--- config.mk ---
export PLATFORM = sky130hd
export DESIGN_NAME = spi_reg_sequencer_flat
export DESIGN_NICKNAME = d
export VERILOG_FILES = /design/src/rtl/spi_reg_sequencer_if.sv /design/src/rtl/spi_reg_sequencer.sv /design/src/flat_wrapper.sv
export SDC_FILE = /design/constraint.sdc
export NUM_CORES = 1
export LEC_CHECK = 0
export CAP_MARGIN = 0
export CORE_MARGIN = 2
export CORE_UTILIZATION = 49
export DETAILED_ROUTE_END_ITERATION = 7
export PLACE_DENSITY_LB_ADDON = 0.1
export SLEW_MARGIN = 40
export SYNTH_ARGS = -nofsm -noshare
export SYNTH_HDL_FRONTEND = slang
export SYNTH_SLANG_ARGS = --single-unit
--- constraint.sdc ---
create_clock -name FSM_Clk -period 2.55 [get_ports FSM_Clk]
set_clock_uncertainty 0.1 [all_clocks]
set_input_delay 0.3825 -clock FSM_Clk [delete_from_list [all_inputs] [get_ports FSM_Clk]]
set_output_delay 0.3825 -clock FSM_Clk [all_outputs]
set_load 0.02 [all_outputs]
--- src/rtl/spi_reg_sequencer_if.sv ---
// Purpose: link between the register sequencer and the sensor SPI transmit FSM.
//   master (sequencer side): drives control_bit/address/write_data/start_bit,
//                            receives read_data/write_complete/read_complete.
//   slave  (SPI FSM side)  : the reverse directions.
interface spi_reg_sequencer_if;
    logic       control_bit;     // 1 = write frame, 0 = read frame
    logic [6:0] address;         // register address for the frame
    logic [7:0] write_data;      // write payload
    logic       start_bit;       // level, high for the duration of a frame
    logic [7:0] read_data;       // read result, valid with read_complete
    logic       write_complete;  // sticky until the next frame starts
    logic       read_complete;   // sticky until the next frame starts

    modport master (
        output control_bit, address, write_data, start_bit,
        input  read_data, write_complete, read_complete
    );

    modport slave (
        input  control_bit, address, write_data, start_bit,
        output read_data, write_complete, read_complete
    );
endinterface

--- src/rtl/spi_reg_sequencer.sv ---
// Purpose: plays a boot register table into the sensor SPI FSM (optionally verifying
//   each write with a readback), then serves single host register accesses.
//   Sole owner of start_bit.
// Ports:
//   FSM_Clk, reset        single clock, synchronous active-high reset
//   seq_start             pulse: play the table from index 0
//   tbl_index/tbl_entry   registered-ROM table port, entry {rw, addr[6:0], data[7:0]}
//   host_req/rw/addr/wdata, host_ack/host_rdata   host register access port
//   spi                   SPI FSM link (master side)
//   seq_busy/done/error, err_index                sequencer status
module spi_reg_sequencer #(
    parameter int unsigned TBL_LEN  = 32,
    parameter int unsigned IDX_W    = 5,
    parameter int unsigned VERIFY   = 1,
    parameter int unsigned TIMEOUT  = 128,
    parameter int unsigned GAP      = 4,
    parameter int unsigned RST_HOLD = 72
) (
    input  logic                    FSM_Clk,
    input  logic                    reset,
    input  logic                    seq_start,
    output logic [IDX_W-1:0]        tbl_index,
    input  logic [15:0]             tbl_entry,
    input  logic                    host_req,
    input  logic                    host_rw,
    input  logic [6:0]              host_addr,
    input  logic [7:0]              host_wdata,
    output logic                    host_ack,
    output logic [7:0]              host_rdata,
    spi_reg_sequencer_if.master     spi,
    output logic                    seq_busy,
    output logic                    seq_done,
    output logic                    seq_error,
    output logic [IDX_W-1:0]        err_index
);

    localparam int unsigned CNT_MAX_A = (TIMEOUT > RST_HOLD) ? TIMEOUT : RST_HOLD;
    localparam int unsigned CNT_MAX   = (CNT_MAX_A > GAP) ? CNT_MAX_A : GAP;
    localparam int unsigned CNT_W     = $clog2(CNT_MAX + 1);
    // Done flags are still sticky from the previous frame for a few cycles after start_bit rises.
    localparam int unsigned GUARD     = 3;

    typedef enum logic [3:0] {
        S_DRAIN,
        S_IDLE,
        S_FETCH,
        S_LOAD,
        S_XSTART,
        S_XWAIT,
        S_XGAP,
        S_CHECK,
        S_HOSTDONE
    } state_t;

    state_t             r_state;
    logic [CNT_W-1:0]   r_cnt;       // drain / frame / gap cycle counter
    logic [IDX_W-1:0]   r_idx;       // current table entry
    logic               r_is_host;   // current frame belongs to a host access
    logic               r_readback;  // current table frame is the verify read
    logic               r_abort;     // frame timed out, return to IDLE after the gap
    logic [7:0]         r_cap;       // read_data captured on the done edge
    logic               w_done;

    // The completion flag that matters depends on the frame direction.
    assign w_done = spi.control_bit ? spi.write_complete : spi.read_complete;

    // Sequencer FSM with registered outputs.
    always_ff @(posedge FSM_Clk) begin
        if (reset) begin
            r_state         <= S_DRAIN;
            r_cnt           <= '0;
            r_idx           <= '0;
            r_is_host       <= 1'b0;
            r_readback      <= 1'b0;
            r_abort         <= 1'b0;
            r_cap           <= '0;
            tbl_index       <= '0;
            host_ack        <= 1'b0;
            host_rdata      <= '0;
            spi.control_bit <= 1'b0;
            spi.address     <= '0;
            spi.write_data  <= '0;
            spi.start_bit   <= 1'b0;
            seq_busy        <= 1'b1;
            seq_done        <= 1'b0;
            seq_error       <= 1'b0;
            err_index       <= '0;
        end else begin
            host_ack <= 1'b0;
            case (r_state)
                // Let any frame interrupted by reset finish inside the SPI FSM.
                S_DRAIN: begin
                    if (r_cnt == CNT_W'(RST_HOLD - 1)) begin
                        r_cnt    <= '0;
                        seq_busy <= 1'b0;
                        r_state  <= S_IDLE;
                    end else begin
                        r_cnt <= r_cnt + CNT_W'(1);
                    end
                end

                // Table start takes priority over a simultaneous host request.
                S_IDLE: begin
                    if (seq_start) begin
                        r_idx      <= '0;
                        tbl_index  <= '0;
                        seq_done   <= 1'b0;
                        seq_error  <= 1'b0;
                        err_index  <= '0;
                        seq_busy   <= 1'b1;
                        r_is_host  <= 1'b0;
                        r_readback <= 1'b0;
                        r_abort    <= 1'b0;
                        r_state    <= S_FETCH;
                    end else if (host_req) begin
                        spi.control_bit <= host_rw;
                        spi.address     <= host_addr;
                        spi.write_data  <= host_wdata;
                        r_is_host       <= 1'b1;
                        r_readback      <= 1'b0;
                        r_abort         <= 1'b0;
                        r_state         <= S_XSTART;
                    end
                end

                // ROM output register loads during this cycle.
                S_FETCH: r_state <= S_LOAD;

                S_LOAD: begin
                    spi.control_bit <= tbl_entry[15];
                    spi.address     <= tbl_entry[14:8];
                    spi.write_data  <= tbl_entry[7:0];
                    r_state         <= S_XSTART;
                end

                S_XSTART: begin
                    spi.start_bit <= 1'b1;
                    r_cnt         <= '0;
                    r_state       <= S_XWAIT;
                end

                // r_cnt = cycles elapsed since start_bit rose, minus one.
                S_XWAIT: begin
                    if ((r_cnt >= CNT_W'(GUARD)) && w_done) begin
                        r_cap         <= spi.read_data;
                        spi.start_bit <= 1'b0;
                        r_cnt         <= '0;
                        r_state       <= S_XGAP;
                    end else if (r_cnt == CNT_W'(TIMEOUT - 1)) begin
                        spi.start_bit <= 1'b0;
                        r_cnt         <= '0;
                        r_abort       <= 1'b1;
                        seq_error     <= 1'b1;
                        if (!seq_error) begin
                            err_index <= r_is_host ? '0 : r_idx;
                        end
                        r_state       <= S_XGAP;
                    end else begin
                        r_cnt <= r_cnt + CNT_W'(1);
                    end
                end

                S_XGAP: begin
                    if (r_cnt == CNT_W'(GAP - 1)) begin
                        r_cnt <= '0;
                        if (r_abort) begin
                            if (!r_is_host) begin
                                seq_busy <= 1'b0;
                            end
                            r_state <= S_IDLE;
                        end else if (r_is_host) begin
                            r_state <= S_HOSTDONE;
                        end else begin
                            r_state <= S_CHECK;
                        end
                    end else begin
                        r_cnt <= r_cnt + CNT_W'(1);
                    end
                end

                // write_data still holds the written value during the verify read.
                S_CHECK: begin
                    if ((VERIFY != 0) && spi.control_bit && !r_readback) begin
                        spi.control_bit <= 1'b0;
                        r_readback      <= 1'b1;
                        r_state         <= S_XSTART;
                    end else if (r_readback && (r_cap != spi.write_data)) begin
                        r_readback <= 1'b0;
                        seq_error  <= 1'b1;
                        if (!seq_error) begin
                            err_index <= r_idx;
                        end
                        seq_busy   <= 1'b0;
                        r_state    <= S_IDLE;
                    end else if (r_idx == IDX_W'(TBL_LEN - 1)) begin
                        r_readback <= 1'b0;
                        seq_done   <= 1'b1;
                        seq_busy   <= 1'b0;
                        r_state    <= S_IDLE;
                    end else begin
                        r_readback <= 1'b0;
                        r_idx      <= r_idx + IDX_W'(1);
                        tbl_index  <= r_idx + IDX_W'(1);
                        r_state    <= S_FETCH;
                    end
                end

                S_HOSTDONE: begin
                    if (!spi.control_bit) begin
                        host_rdata <= r_cap;
                    end
                    host_ack <= 1'b1;
                    r_state  <= S_IDLE;
                end

                default: r_state <= S_IDLE;
            endcase
        end
    end

endmodule
--- src/flat_wrapper.sv ---
// flat-port wrapper written by rule: the top's interface ports become plain ports
module spi_reg_sequencer_flat 
#(
    parameter int unsigned TBL_LEN  = 32,
    parameter int unsigned IDX_W    = 5,
    parameter int unsigned VERIFY   = 1,
    parameter int unsigned TIMEOUT  = 128,
    parameter int unsigned GAP      = 4,
    parameter int unsigned RST_HOLD = 72
)
  (FSM_Clk, reset, seq_start, tbl_index, tbl_entry, host_req, host_rw, host_addr, host_wdata, host_ack, host_rdata, seq_busy, seq_done, seq_error, err_index, spi_control_bit, spi_address, spi_write_data, spi_start_bit, spi_read_data, spi_write_complete, spi_read_complete);
  spi_reg_sequencer_if spi_i ();
  input  logic FSM_Clk;
  input  logic reset;
  input  logic seq_start;
  output logic [IDX_W-1:0] tbl_index;
  input  logic [15:0] tbl_entry;
  input  logic host_req;
  input  logic host_rw;
  input  logic [6:0] host_addr;
  input  logic [7:0] host_wdata;
  output logic host_ack;
  output logic [7:0] host_rdata;
  output logic seq_busy;
  output logic seq_done;
  output logic seq_error;
  output logic [IDX_W-1:0] err_index;
  output wire logic [$bits(spi_i.control_bit)-1:0] spi_control_bit;
  output wire logic [$bits(spi_i.address)-1:0] spi_address;
  output wire logic [$bits(spi_i.write_data)-1:0] spi_write_data;
  output wire logic [$bits(spi_i.start_bit)-1:0] spi_start_bit;
  input wire logic [$bits(spi_i.read_data)-1:0] spi_read_data;
  input wire logic [$bits(spi_i.write_complete)-1:0] spi_write_complete;
  input wire logic [$bits(spi_i.read_complete)-1:0] spi_read_complete;
  assign spi_control_bit = spi_i.control_bit;
  assign spi_address = spi_i.address;
  assign spi_write_data = spi_i.write_data;
  assign spi_start_bit = spi_i.start_bit;
  assign spi_i.read_data = spi_read_data;
  assign spi_i.write_complete = spi_write_complete;
  assign spi_i.read_complete = spi_read_complete;
  spi_reg_sequencer #(.TBL_LEN(TBL_LEN), .IDX_W(IDX_W), .VERIFY(VERIFY), .TIMEOUT(TIMEOUT), .GAP(GAP), .RST_HOLD(RST_HOLD)) u_core (.FSM_Clk(FSM_Clk), .reset(reset), .seq_start(seq_start), .tbl_index(tbl_index), .tbl_entry(tbl_entry), .host_req(host_req), .host_rw(host_rw), .host_addr(host_addr), .host_wdata(host_wdata), .host_ack(host_ack), .host_rdata(host_rdata), .spi(spi_i), .seq_busy(seq_busy), .seq_done(seq_done), .seq_error(seq_error), .err_index(err_index));
endmodule
==> results.md, run 1 <==
* Status: completed
* Crit. End Element: register
* Synthesis-stage register bit count at 62
* WP data arrival at about 2500 ps
* Critical Path Source Type: register
* Yosys top cell area share at 38.5%
* Reg clk slew, reported paths at 80 ps
* Worst reg2reg setup slack at about 240 ps
* CP Class: reg2reg
* Routed Wire Length at around 7800 um
* YS warnings at 0
* Tightest Pin Transition at approximately 520 ps
* Hold Crit Class: reg2reg
* Postcts setup bufs at 0
* Input/output buffers at 84
* Hold Vio Cnt, Final at 0
* Post-cts sizing count at 0
* Peak supply drop at 0.457 mV
* Pre-antenna DRT Iters at 4
* Routed length per placed instance at 14.8 um
* GP Congestion at 0.874
* Fillcell total at 517
* Area of placed instances at 4140 um2
* Post-synthesis sequential area ratio at about two fifths
* Synth-to-Final Area Change at 34.0%
* Final clock period utilization by the worst path at 90.6%
* Worst path required time at 2730 ps
* Post-synth EDFFs at 0
* Grt ovf at 0
* Initial DRC Count at ~180
* Net Count, Synth at 403
* Static Leak at 1.57 nW
* Cell area after layout at 4320 um2
* Vias per cell at 5.51
* Cells after Synth at 354
* # IOs at 85
* RSZ-0062 raised after global routing: no
* Die Span Y at 85.1 um
* Nets@finish at 490
* Synth cell types at 65
* Final setup violation count at 0
* DRC viols at 0
* Fin cells at 523
* Synthesized area at ~3200 um2
* Die area at 7240 um2
* Power density over the cells at 439 nW/um2
* TNS Setup at 0 ps
* Post-synthesis async set-or-reset flop share at 0%
* Share of layout cells above drive strength 1 at 11.7%
* Commonest non-fill, non-tap cell in the layout: clkdlybuf4s50_1
* CTS tree: done
* Skew-Pair Late Insertion Delay at 350 ps
* Inserted Clock Buffers at 9
* F_max at 433 MHz
* Initial antenna violation count at 0
* Worst-path fanout max at 12
* DP HPWL at just under 6000 um
* Fin crit period at 2310 ps
* Rows at 29
* # diodes at 0
* # Max-Cap Violations at 0
* Core Area at 6350 um2
* Post-route ant nets at 0
* First-pass GRT wire length at 12900 um
* Die Width at 85.1 um
* Max Slew Vio Count at 0
* Via count at 2881
* Starting density of the core at 50.7%
* Largest net degree at the start of global routing at 31
* Vias in the first global route at 2727
* Bufs on Longest Clock Path at 2
* Most frequent cells in the layout: clkdlybuf4s50_1, dfxtp_1, nor2_1
* Synth top area cells: dfxtp_1, mux2i_1, nor2_1
* Placed cell count at a little over 500
* GRT Resource Usage Total at 21.9%
* Max transition margin at roughly two thirds
* Syn_area_per_cell at 9.10 um2
* CTS Root Cell: clkbuf_8
* Total clock sinks at 62
* Most common flop cell mapped by yosys: dfxtp_1
* CTS Hold Bufs at 0
* Area leader, netlist: dfxtp_1
* CTS H-tree lvls at 3
==> final cells by class <==
class / instances / area [um2] / area share (%)
multi-input combinational: 261 / 1830 / 42.3
tap: 77 / 96.3 / 2.23
timing repair buffer: 97 / 933 / 21.6
clock buffer: 9 / 124 / 2.87
inverter: 10 / 37.5 / 0.870
clock inverter: 7 / 56.3 / 1.30
sequential: 62 / 1240 / 28.8
==> cell families (layout without fill, tap and decap cells) <==
kind of cell / Yosys count / in the layout / share of synthesized area [%]
muxes: 37 / 37 / 11.5
DFF: 62 / 62 / 38.5
xor gates and xnor gates: 15 / 15 / 4.08
and+or+nand+nor: 133 / 133 / 22.8
AOI/OAI and AO/OA: 72 / 72 / 16.7
adders and majority gates: 4 / 4 / 1.52
buffers and inverters: 31 / 123 / 4.86
==> worst max-delay path: stages (launching register included) <==
cell and delay, ps:
dfxtp_1 640, nand4b_4 350, o22ai_4 160, nor4b_2 390, nor2_4 100, or3_1 360
a21oi_1 140
==> metrics by stage <==
stage	hold WS (ps)	util (%)	setup slack, ps	total power [mW]
floorplan	346	-	358	1.04
global placement	346	65.1	121	1.12
detailed placement	350	65.1	91.1	1.12
CTS	361	68.0	246	1.90
global route	382	68.0	123	1.96
finish	356	68.0	239	1.89
==> power breakdown <==
| group | switching (mW) | internal, mW | total (mW) |
|---|---|---|---|
| logic | 0.0459 | 0.0755 | 0.121 |
| clock network | 0.434 | 0.362 | 0.796 |
| registers | 0.00448 | 0.972 | 0.976 |
==> final timing paths <==
path,startpoint,end,cells past startpoint
max,u_core.r_state[3],u_core.tbl_index[3],6
min,u_core.err_index[4],u_core.err_index[4],2
max reg2reg,u_core.r_state[3],u_core.tbl_index[3],6
min reg2reg,u_core.err_index[4],u_core.err_index[4],2
==> cell usage after synthesis (2+ instances only) <==
master,n
nor3_1,16
nand2b_1,5
nand3_1,7
inv_1,9
o21ai_1,6
nand4_1,3
buf_4,3
a21boi_1,2
buf_6,3
xnor2_1,11
a21oi_1,15
nor2_1,50
a211oi_1,18
a31oi_1,2
o211a_1,2
nor2_2,2
mux2i_1,37
ha_1,3
and3_1,3
dfxtp_1,62
nor2b_1,3
or3_1,2
buf_1,2
clkbuf_1,8
o21ai_0,8
a21o_1,2
nor4_1,2
nand2_1,23
o21a_1,2
buf_2,5
xor2_1,4
==> metal layers <==
layer | global-route usage, % | up-vias | routed length, um
li1 | - | 1436 | -
met1 | 27.5 | 1347 | 3450
met2 | 35.9 | 91 | 3630
met3 | 8.46 | 7 | 605
met4 | 4.62 | 0 | 72
met5 | 0 | - | 0
==> flip-flops by register name (all words and copies together) (netlist names) <==
signal,count
u_core.r_state,4
u_core.seq_error,1
u_core.spi.control_bit,1
u_core.r_cap,8
u_core.r_is_host,1
u_core.seq_busy,1
u_core.seq_done,1
u_core.host_ack,1
u_core.r_readback,1
u_core.tbl_index,5
u_core.spi.start_bit,1
u_core.r_abort,1
u_core.err_index,5
u_core.spi.write_data,8
u_core.r_cnt,8
u_core.host_rdata,8
u_core.spi.address,7
(Power assumes the default switching activity.)
==> run 2: changes to the inputs <==
--- a/config.mk
+++ b/config.mk
@@ -7,7 +7,8 @@
 export LEC_CHECK = 0
 export CAP_MARGIN = 0
 export CORE_MARGIN = 2
-export CORE_UTILIZATION = 49
+export CORE_UTILIZATION = 50
+export CTS_BUF_LIST = sky130_fd_sc_hd__clkbuf_4 sky130_fd_sc_hd__clkbuf_8
 export DETAILED_ROUTE_END_ITERATION = 7
 export PLACE_DENSITY_LB_ADDON = 0.1
 export SLEW_MARGIN = 40
==> run 2 against run 1 <==
- sequential share of layout area fell by 0.44 points
- largest cell class unchanged
- clock power rose by 22%
- largest power group unchanged
- setup slack improved by 47 ps
- fmax rose by 2.1%
- wire length rose by 2.2%
- critical path type unchanged
==> results.md, run 2 (same netlist as run 1, synthesis figures left out) <==
* Status: completed
* Commonest non-fill, non-tap cell in the layout: clkdlybuf4s50_1
* Worst-path fanout max at 14 (+2)
* CTS tree: done
* Share of layout cells above drive strength 1 at 11.7% (unchanged)
* Die Span Y at 84.3 um (-0.96%)
* Worst reg2reg setup slack at 290 ps (+50 ps)
* RSZ-0062 raised after global routing: no
* Switch Pwr at 0.468 mW (-3.4%)
* Power density over the cells at 472 nW/um2 (+7.6%)
* Synth-to-Final Area Change at 36.1%
* Vias in the first global route at 2825 (+3.6%)
* Crit. End Element: register
* Cells on worst reg2reg path at 6 (unchanged)
* Critical Path Source Type: register
* RR Endpoint: u_core.tbl_index[0]
* Nets@finish at 490 (unchanged)
* Post-route ant nets at 0 (unchanged)
* Grt ovf at 0 (unchanged)
* # Max-Cap Violations at 0 (unchanged)
* Power share of the combinational group at 5.8% (-0.6 points)
* # diodes at 0 (unchanged)
* Core Area at 6280 um2 (-1.1%)
* Via count at 2870 (-0.38%)
* Area of placed instances at 4160 um2 (+0.61%)
* GP Congestion at 0.907 (+3.7%)
* Sw frac at 22.6% (-3.0 points)
* Routed length per placed instance at 15.2 um (+2.2%)
* Initial antenna violation count at 0 (unchanged)
* Largest net degree at the start of global routing at 41 (+32%)
* Cell area after layout at 4380 um2 (+1.5%)
* Inserted Clock Buffers at 9 (unchanged)
* Hold Crit Class: in2reg
* DRC viols at 0 (unchanged)
* Final clock period utilization by the worst path at 88.8% (-1.9 points)
* Postcts setup bufs at 0 (unchanged)
* Fin crit period at 2260 ps (-47.4 ps)
* CP peak stage delay at 670 ps (+30 ps)
* CTS H-tree lvls at 3 (unchanged)
* Peak supply drop at 0.545 mV (+19%)
* Hold Vio Cnt, Final at 0 (unchanged)
* Die Width at 84.3 um (-0.96%)
* Input/output buffers at 84 (unchanged)
* GRT Resource Usage Total at 23.5% (+1.6 points)
* Slowest cell on crit path: dfxtp_1
* TNS Setup at 0 ps (unchanged)
* DP HPWL at 5820 um (+0.32%)
* Post-cts sizing count at 0 (unchanged)
* First-pass GRT wire length at 13300 um (+3.1%)
* Bufs on Longest Clock Path at 2 (unchanged)
* Die area at 7100 um2 (-1.9%)
* Internal power at 1.60 mW (+14%)
* Max transition margin at 62.8% (-2.1 points)
* CTS Hold Bufs at 0 (unchanged)
* Rows at 29 (unchanged)
* Sequential share of power at 47.2% (-4.4 points)
* WP data arrival at 2410 ps (-80 ps)
* Static Leak at 1.61 nW (+2.1%)
* CTS Root Cell: clkbuf_8
* Crit path capture: u_core.tbl_index[0]
* Clock share of power at 47.0% (+5.0 points)
* F_max at 442 MHz (+2.1%)
* Vias per cell at 5.49 (-0.38%)
* Most frequent cells in the layout: clkdlybuf4s50_1, dfxtp_1, nor2_1
* Worst path required time at 2700 ps (-30 ps)
* Critical Path, Cell by Cell: or4b_4 -> o22ai_4 -> nor4b_2 -> nor2_4 -> xor2_1 -> nor2_1
* R2r startpoint: u_core.r_state[0]
* Starting density of the core at 51.3% (+0.59 points)
* Max Slew Vio Count at 0 (unchanged)
* Total clock sinks at 62 (unchanged)
* Initial DRC Count at 140 (-21%)
* Final setup violation count at 0 (unchanged)
* Crit path from: u_core.r_state[0]
* Skew-Pair Late Insertion Delay at 350 ps (about the same)
* Routed Wire Length at 7930 um (+2.2%)
* # IOs at 85 (unchanged)
* Reg clk slew, reported paths at 80 ps (about the same)
* CP Class: reg2reg
* Tightest Pin Transition at 558 ps (+34.3 ps)
* Pre-antenna DRT Iters at 4 (unchanged)
==> run 2: layout make-up <==
cell class / count / area [um2]
timing repair buffer: 97 / 958
clock inverter: 7 / 97.6
tap: 77 / 96.3
fill: 508 / 1900
clock buffer: 9 / 124
inverter: 10 / 37.5
multi-input combinational: 261 / 1830
sequential: 62 / 1240
==> run 2: critical path: cells and delay by family (launching register included) <==
family / cells / cell delay (ps)
and+or+nand+nor: 4 / 920
DFF: 1 / 670
AOI/OAI and AO/OA: 1 / 280
xor gates and xnor gates: 1 / 190
==> run 2: worst min path at each step <==
stage / from / endpoint / slack (ps) / cells after the start
global placement: u_core.err_index[2] / u_core.err_index[2] / 350 / 2
detailed placement: u_core.err_index[4] / u_core.err_index[4] / 360 / 2
CTS: reset / u_core.r_cnt[4] / 250 / 2
finish: reset / u_core.r_cnt[4] / 260 / 2
floorplan: u_core.r_cnt[1] / u_core.r_cnt[1] / 350 / 2
global route: reset / u_core.r_cnt[4] / 270 / 2
==> run 2: power groups by stage <==
stage / sequential [mW] / clock [mW] / combinational (mW)
after floorplan: 0.998 / 0 / 0.0383
after global placement: 0.999 / 0 / 0.119
after detailed placement: 0.999 / 0 / 0.120
after CTS: 0.976 / 0.984 / 0.120
after global routing: 0.977 / 1.03 / 0.132
final: 0.977 / 0.972 / 0.119
==> run 2: metrics by stage <==
step           power (mW)  util, %  std cells  setup slack (ps)  hold WS (ps)
5_1_grt              2.14     69.8        523               103           274
6_report             2.07     69.8        523               286           257
2_1_floorplan        1.04        -        354               358           346
3_5_place_dp         1.12     66.3        507               104           359
3_3_place_gp         1.12     66.3        507               114           346
4_1_cts              2.08     69.8        523               277           245
==> run 2: routing by layer <==
layer  track usage [%]  share of wire, %  up-vias
met1              28.8                44     1329
met5                 0                 0        -
met4              9.97               1.9        0
met3              6.98               6.8       12
met2              38.5                47       85
li1                  -                 -     1444
==> run 3: changes to the inputs <==
--- a/config.mk
+++ b/config.mk
@@ -5,10 +5,8 @@
 export SDC_FILE = /design/constraint.sdc
 export NUM_CORES = 1
 export LEC_CHECK = 0
-export CAP_MARGIN = 0
 export CORE_MARGIN = 2
-export CORE_UTILIZATION = 50
-export CTS_BUF_LIST = sky130_fd_sc_hd__clkbuf_4 sky130_fd_sc_hd__clkbuf_8
+export CORE_UTILIZATION = 49
 export DETAILED_ROUTE_END_ITERATION = 7
 export PLACE_DENSITY_LB_ADDON = 0.1
 export SLEW_MARGIN = 40
==> constraint.sdc (replaced) <==
create_clock -name FSM_Clk -period 2.55 [get_ports FSM_Clk]
set_clock_uncertainty 0.1 [all_clocks]
set_input_delay 0.3825 -clock FSM_Clk [delete_from_list [all_inputs] [get_ports FSM_Clk]]
set_output_delay 0.3825 -clock FSM_Clk [all_outputs]
set_load 0.005 [all_outputs]
==> results of run 3 <==
Same layout as run 1: the final DEF is identical, and so are final timing and power.
